--- src/rtl/mpeg_mv_pkg.sv ---
// mpeg_mv_pkg: shared motion_code VLC prefix/length table and encoder FSM states
package mpeg_mv_pkg;
  localparam int MV_MAX = 16;
  localparam int MV_CODE_MAXLEN = 11;
  localparam logic [9:0] MV_PREFIX [0:MV_MAX] = '{
    10'd1, 10'd1, 10'd1, 10'd1, 10'd3, 10'd5, 10'd4, 10'd3, 10'd11,
    10'd10, 10'd9, 10'd17, 10'd16, 10'd15, 10'd14, 10'd13, 10'd12
  };
  localparam logic [3:0] MV_PLEN [0:MV_MAX] = '{
    4'd1, 4'd2, 4'd3, 4'd4, 4'd6, 4'd7, 4'd7, 4'd7, 4'd9,
    4'd9, 4'd9, 4'd10, 4'd10, 4'd10, 4'd10, 4'd10, 4'd10
  };
  typedef enum logic {RUN, FLUSH} enc_state_t;
endpackage

--- src/rtl/motion_code_vlc_lut.sv ---
// motion_code_vlc_lut: magnitude/sign to right-aligned VLC codeword and length
module motion_code_vlc_lut
  import mpeg_mv_pkg::*;
(
  input  logic [5:0]  mag,
  input  logic        sign,
  output logic [3:0]  len,
  output logic [10:0] code,
  output logic        range_err
);
  logic [4:0] idx;
  // zero magnitude has no sign bit; out-of-range codes emit nothing
  always_comb begin
    range_err = mag > 6'(MV_MAX);
    idx = range_err ? 5'd0 : mag[4:0];
    code = range_err ? 11'd0 : mag == 6'd0 ? 11'd1 : {MV_PREFIX[idx], sign};
    len = range_err ? 4'd0 : mag == 6'd0 ? 4'd1 : MV_PLEN[idx] + 4'd1;
  end
endmodule

--- src/rtl/motion_code_encoder.sv ---
// motion_code_encoder: packs motion_code VLCs MSB-first into WORD_W-bit words
module motion_code_encoder
  import mpeg_mv_pkg::*;
#(
  parameter int WORD_W = 16
) (
  input  logic              clk,
  input  logic              rst,
  input  logic              in_valid,
  output logic              in_ready,
  input  logic [5:0]        mcode,
  input  logic              flush,
  output logic              out_valid,
  input  logic              out_ready,
  output logic [WORD_W-1:0] out_word,
  output logic              flush_done,
  output logic              err
);
  localparam int AW = WORD_W + 10;
  localparam int CW = $clog2(WORD_W + 11);
  enc_state_t state_q, state_d;
  logic [AW-1:0] acc_q, acc_d, placed;
  logic [CW-1:0] count_q, count_d;
  logic err_q, err_d;
  logic [5:0] mag;
  logic [3:0] len;
  logic [10:0] code, code_l;
  logic range_err, accept, emit;
  assign mag = mcode[5] ? -mcode : mcode;
  motion_code_vlc_lut u_lut (
    .mag       (mag),
    .sign      (mcode[5]),
    .len       (len),
    .code      (code),
    .range_err (range_err)
  );
  assign out_valid = count_q >= CW'(WORD_W);
  assign in_ready = state_q == RUN && !out_valid;
  assign out_word = acc_q[AW-1 -: WORD_W];
  assign flush_done = state_q == FLUSH && count_q == '0;
  assign err = err_q;
  assign accept = in_valid && in_ready;
  assign emit = out_valid && out_ready;
  // append accepted code below the valid bits, drain words, and pad on flush
  always_comb begin
    acc_d = acc_q;
    count_d = count_q;
    state_d = state_q;
    err_d = 1'b0;
    code_l = code << (4'd11 - len);
    placed = {code_l, {(AW-11){1'b0}}} >> count_q;
    if (accept) begin
      acc_d = acc_q | placed;
      count_d = count_q + CW'(len);
      err_d = range_err;
    end
    if (emit) begin
      acc_d = acc_q << WORD_W;
      count_d = count_q - CW'(WORD_W);
    end
    if (state_q == RUN && in_ready && flush) state_d = FLUSH;
    if (state_q == FLUSH && !out_valid) begin
      if (count_q != '0) count_d = CW'(WORD_W);
      else state_d = RUN;
    end
  end
  // state register with asynchronous clear of all pending bits
  always_ff @(posedge clk or posedge rst) begin
    if (rst) begin
      state_q <= RUN;
      acc_q <= '0;
      count_q <= '0;
      err_q <= 1'b0;
    end else begin
      state_q <= state_d;
      acc_q <= acc_d;
      count_q <= count_d;
      err_q <= err_d;
    end
  end
endmodule

--- config.mk ---
export PLATFORM = sky130hd
export DESIGN_NAME = motion_code_encoder
export DESIGN_NICKNAME = d
export VERILOG_FILES = /design/src/rtl/mpeg_mv_pkg.sv /design/src/rtl/motion_code_vlc_lut.sv /design/src/rtl/motion_code_encoder.sv
export SDC_FILE = /design/constraint.sdc
export NUM_CORES = 1
export LEC_CHECK = 0
export CORE_ASPECT_RATIO = 2
export CORE_MARGIN = 5
export CORE_UTILIZATION = 56
export CTS_CLUSTER_SIZE = 40
export DETAILED_ROUTE_END_ITERATION = 8
export DONT_BUFFER_PORTS = 1
export GPL_TIMING_DRIVEN = 0
export PLACE_DENSITY = 0.71
export SYNTH_ARGS = -nofsm -noshare
export SYNTH_HDL_FRONTEND = slang
export SYNTH_SLANG_ARGS = --single-unit
--- constraint.sdc ---
create_clock -name clk -period 3.1 [get_ports clk]
set_input_delay 0.62 -clock clk [delete_from_list [all_inputs] [get_ports clk]]
set_output_delay 0.62 -clock clk [all_outputs]
set_load 0.01 [all_outputs]
==> flow_summary.ini <==
[run_status]
run_status = finished with violations
failed_checks = setup timing

[die]
floorplan.rows = 40
die_w_um = 66.0
core_area_sq_um = 6060
design.portCount = 31
initial_utilization_pct = 58.0
fp.dieH_um = 122
die_outline_area_sq_um = 8050

[power_and_ir_drop]
power_density_nw_per_um2 = 642
seq_power_share_pct = 21.1
switching_share_pct = 46.0
max-vdd-ir-drop_uv = 288
pwr-share-comb_pct = 62.6
p_clk_share_pct = 16.3
cell_internal_pwr_mw = 1.61
switchingPower_mw = 1.38
p_leak_nw = 1.88

[synth]
post-synth-top-count-cell = nand2_1
yosysSeqAreaShare_pct = 23.5
mappedNetlistArea_sq_um = 3510
ys.flop_type = dfrtp_1
synth_warnings = 0
netlist_top_cells_count = 40 x nand2_1, 35 x nor2_1, 33 x dfrtp_1
synthesis.nets = 438
netlist_top_cells_area = dfrtp_1 24%, ha_1 4.3%, nand2_1 4.3%
netlist.top_cell.by_area = dfrtp_1
syn_area_per_cell_sq_um = 8.48
yosys_register_bits = 33
number_of_cells_produced_by_synthesis = 414
synthDistinctLibCells = 87
async_reset_ff_share_pct = 100
synth_edf_count = 0
synth_top_area_share_pct = 23.5

[worst_setup_path]
reg2regPathDepth = 8
worstPathCellList = buf_8 -> o31ai_4 -> xnor2_2 -> buf_6 -> o21ai_4 -> nand2_1 -> a21o_4 -> ha_4 -> nand4bb_4 -> o21ai_4 -> a211oi_4 -> o31ai_4 -> inv_2 -> ha_4 -> or4_4 -> a211oi_4 -> o21ai_2 -> o221ai_2 -> nand3_2 -> a32oi_2 -> or4b_4 -> a21oi_2
timing.critical_path.to_type = flip-flop
reg2reg_setup_slack_ps = 610
critPathLaunchType = primary input
crit_reg_reg_endpoint = acc_q[16]
timing.critical_path.arrival_ps = 5050
rr_startpoint = count_q[0]
worst_path_largest_cell_delay_ps = 500
worst_ep_required_time_ps = 3310
worst-setup-path-type = in2reg
highest_delay_cell_along_the_critical_path = or4_4
critPathMaxFanout = 9

[sta]
hold-worst-slack_ps = 324
max-slew-margin-rel_pct = 51.5
finalClockSkew_ps = 6.26
worst_pin_slew_ps = 728
hold_viol_final = 0
final_critical_path_setup_slack_ps = -1740
finalCritPeriodShare_pct = 156
timing_max_transition_violations_final = 0
final_setup_viols = 31
fmax_ghz = 0.207
unrepaired_setup_endpoints_after_global_routing = yes
fin_crit_period_ps = 4840

[cts]
cts.sinks = 33
clk_transition_reported_paths_ps = 60
h-tree-depth = 2
clk_root_buffer_cell = clkbuf_16
cts_made_buffers = 5
clock_tree.buffer_depth = 2
clk_latency_ps = 280
cts_tree = built

[run]
max-cap-violations = 0

[drt]
avgViaCountPerCell = 6.76
residual_drc = 0
drt.antenna.violating_nets = 0
drtPass1Iterations = 5
wirelength_mm = 12.2
wl_per_cell_um = 22.3
drt_iter0_drc = 221
route.vias.total = 3697

[global_routing]
grt_util_all_layers_pct = 31.5
antenna_violations_before_repair = 0
grt_max_degree = 34
grt_first_pass_wirelength_mm = 19.0
first_global_vias = 3806
gr-total-overflow = 0

[finish]
finalCoreUtilization_pct = 76.9
antenna_cells_inserted = 0
final_design_area_no_fill_sq_um = 4660
finish.net_count = 486
post_route_cells_drive_above_1_share_pct = 40.8
area.growth.synth_to_final_pct = 32.7

[placed_design]
numPortBuffers = 0
place_worst_setup_slack_ps = -2990
place_hpwl_mm = 8.71
placed_area_sq_um = 3780
weighted_congestion_reported_at_the_end_of_routability_driven_placement = 0.913

[hold_path]
hp-class = in2async
## cell usage in the layout (no fill, tap or decap), drive strengths merged, types with 4 or more instances in the layout
cell type  count
nor4           5
a211oi        10
nand2b         4
ha            12
clkinv         4
and2           8
o22ai          6
inv           13
o21ai         26
a21oi         27
nor2          35
dfrtp         33
and3           4
mux4           5
nand2         40
nor3          21
a21o           7
or2            5
xor2           4
clkbuf        18
a32o           4
nand3         11
nor3b          6
o211ai         7
o221ai         4
buf           69
mux2i          7
o31ai          7
## power groups by stage
stage | Combinational, mW | Clock, mW | Sequential (mW)
finish | 1.87 | 0.487 | 0.630
global route | 2.00 | 0.514 | 0.643
CTS | 1.73 | 0.485 | 0.627
detailed placement | 1.49 | 0 | 0.631
global placement | 1.46 | 0 | 0.627
floorplan | 1.18 | 0 | 0.605
## per-stage QoR
step,TNS [ps],std cells,power (mW)
6_report,-41700,547,2.99
5_1_grt,-44880,547,3.16
4_1_cts,-37160,533,2.84
3_5_place_dp,-72970,498,2.12
3_3_place_gp,-71070,498,2.09
2_1_floorplan,-47420,414,1.79
## logic make-up (layout without fill, tap and decap cells)
family / Yosys count / after routing / synth area share, %
buffers and inverters: 56 / 105 / 9.23
XOR/XNOR: 7 / 7 / 1.96
flip-flops: 33 / 33 / 23.5
adder cells (fa/ha/maj): 13 / 13 / 4.85
AND/OR/NAND/NOR: 159 / 159 / 25.6
AO/OA/AOI/OAI: 132 / 132 / 28.9
multiplexers: 14 / 14 / 5.95
## registers in the layout (all words and copies together) (netlist names)
| signal | flops |
|---|---|
| acc_q | 26 |
| count_q | 5 |
| err | 1 |
| state_q | 1 |
## worst max-delay path, delay by kind of cell
| family | cells | cell delay [ps] |
|---|---|---|
| xor gates and xnor gates | 1 | 180 |
| and+or+nand+nor | 5 | 1390 |
| buffers and inverters | 3 | 360 |
| adders and majority gates | 2 | 380 |
| AOI/OAI and AO/OA | 11 | 2120 |
## repair_timing
action / CTS / global route
gates resized for setup: 61 / 24
hold buffers: 0 / 0
endpoints found under the setup margin: 31 / 32
pin swaps: 37 / 13
buffers inserted: 27 / 14
## cell type report
class,count,area (sq um)
Tap cell,84,105
Timing Repair Buffer,41,323
Clock inverter,3,17.5
Inverter,15,61.3
Fill cell,434,1400
Clock buffer,5,125
Sequential cell,33,826
Buffer,41,314
Multi-Input combinational cell,325,2890
## per-layer routing
metal / share of wire [%] / wire length (um) / up-vias / track usage [%]
li1: - / - / 1645 / -
met1: 30 / 3690 / 1789 / 26.1
met4: 8.2 / 999 / 0 / 26.7
met3: 4.1 / 501 / 83 / 4.34
met5: 0 / 0 / - / 0
met2: 57 / 7010 / 180 / 60.9
## how the worst max path moves through the flow
stage	start	end	cells after the start
2_1_floorplan	mcode[0]	acc_q[9]	24
3_3_place_gp	mcode[0]	acc_q[17]	24
3_5_place_dp	mcode[0]	acc_q[17]	24
4_1_cts	mcode[0]	acc_q[17]	24
5_1_grt	mcode[2]	acc_q[17]	22
6_report	mcode[2]	acc_q[17]	22
No activity file was read; power rests on OpenSTA's default activity.
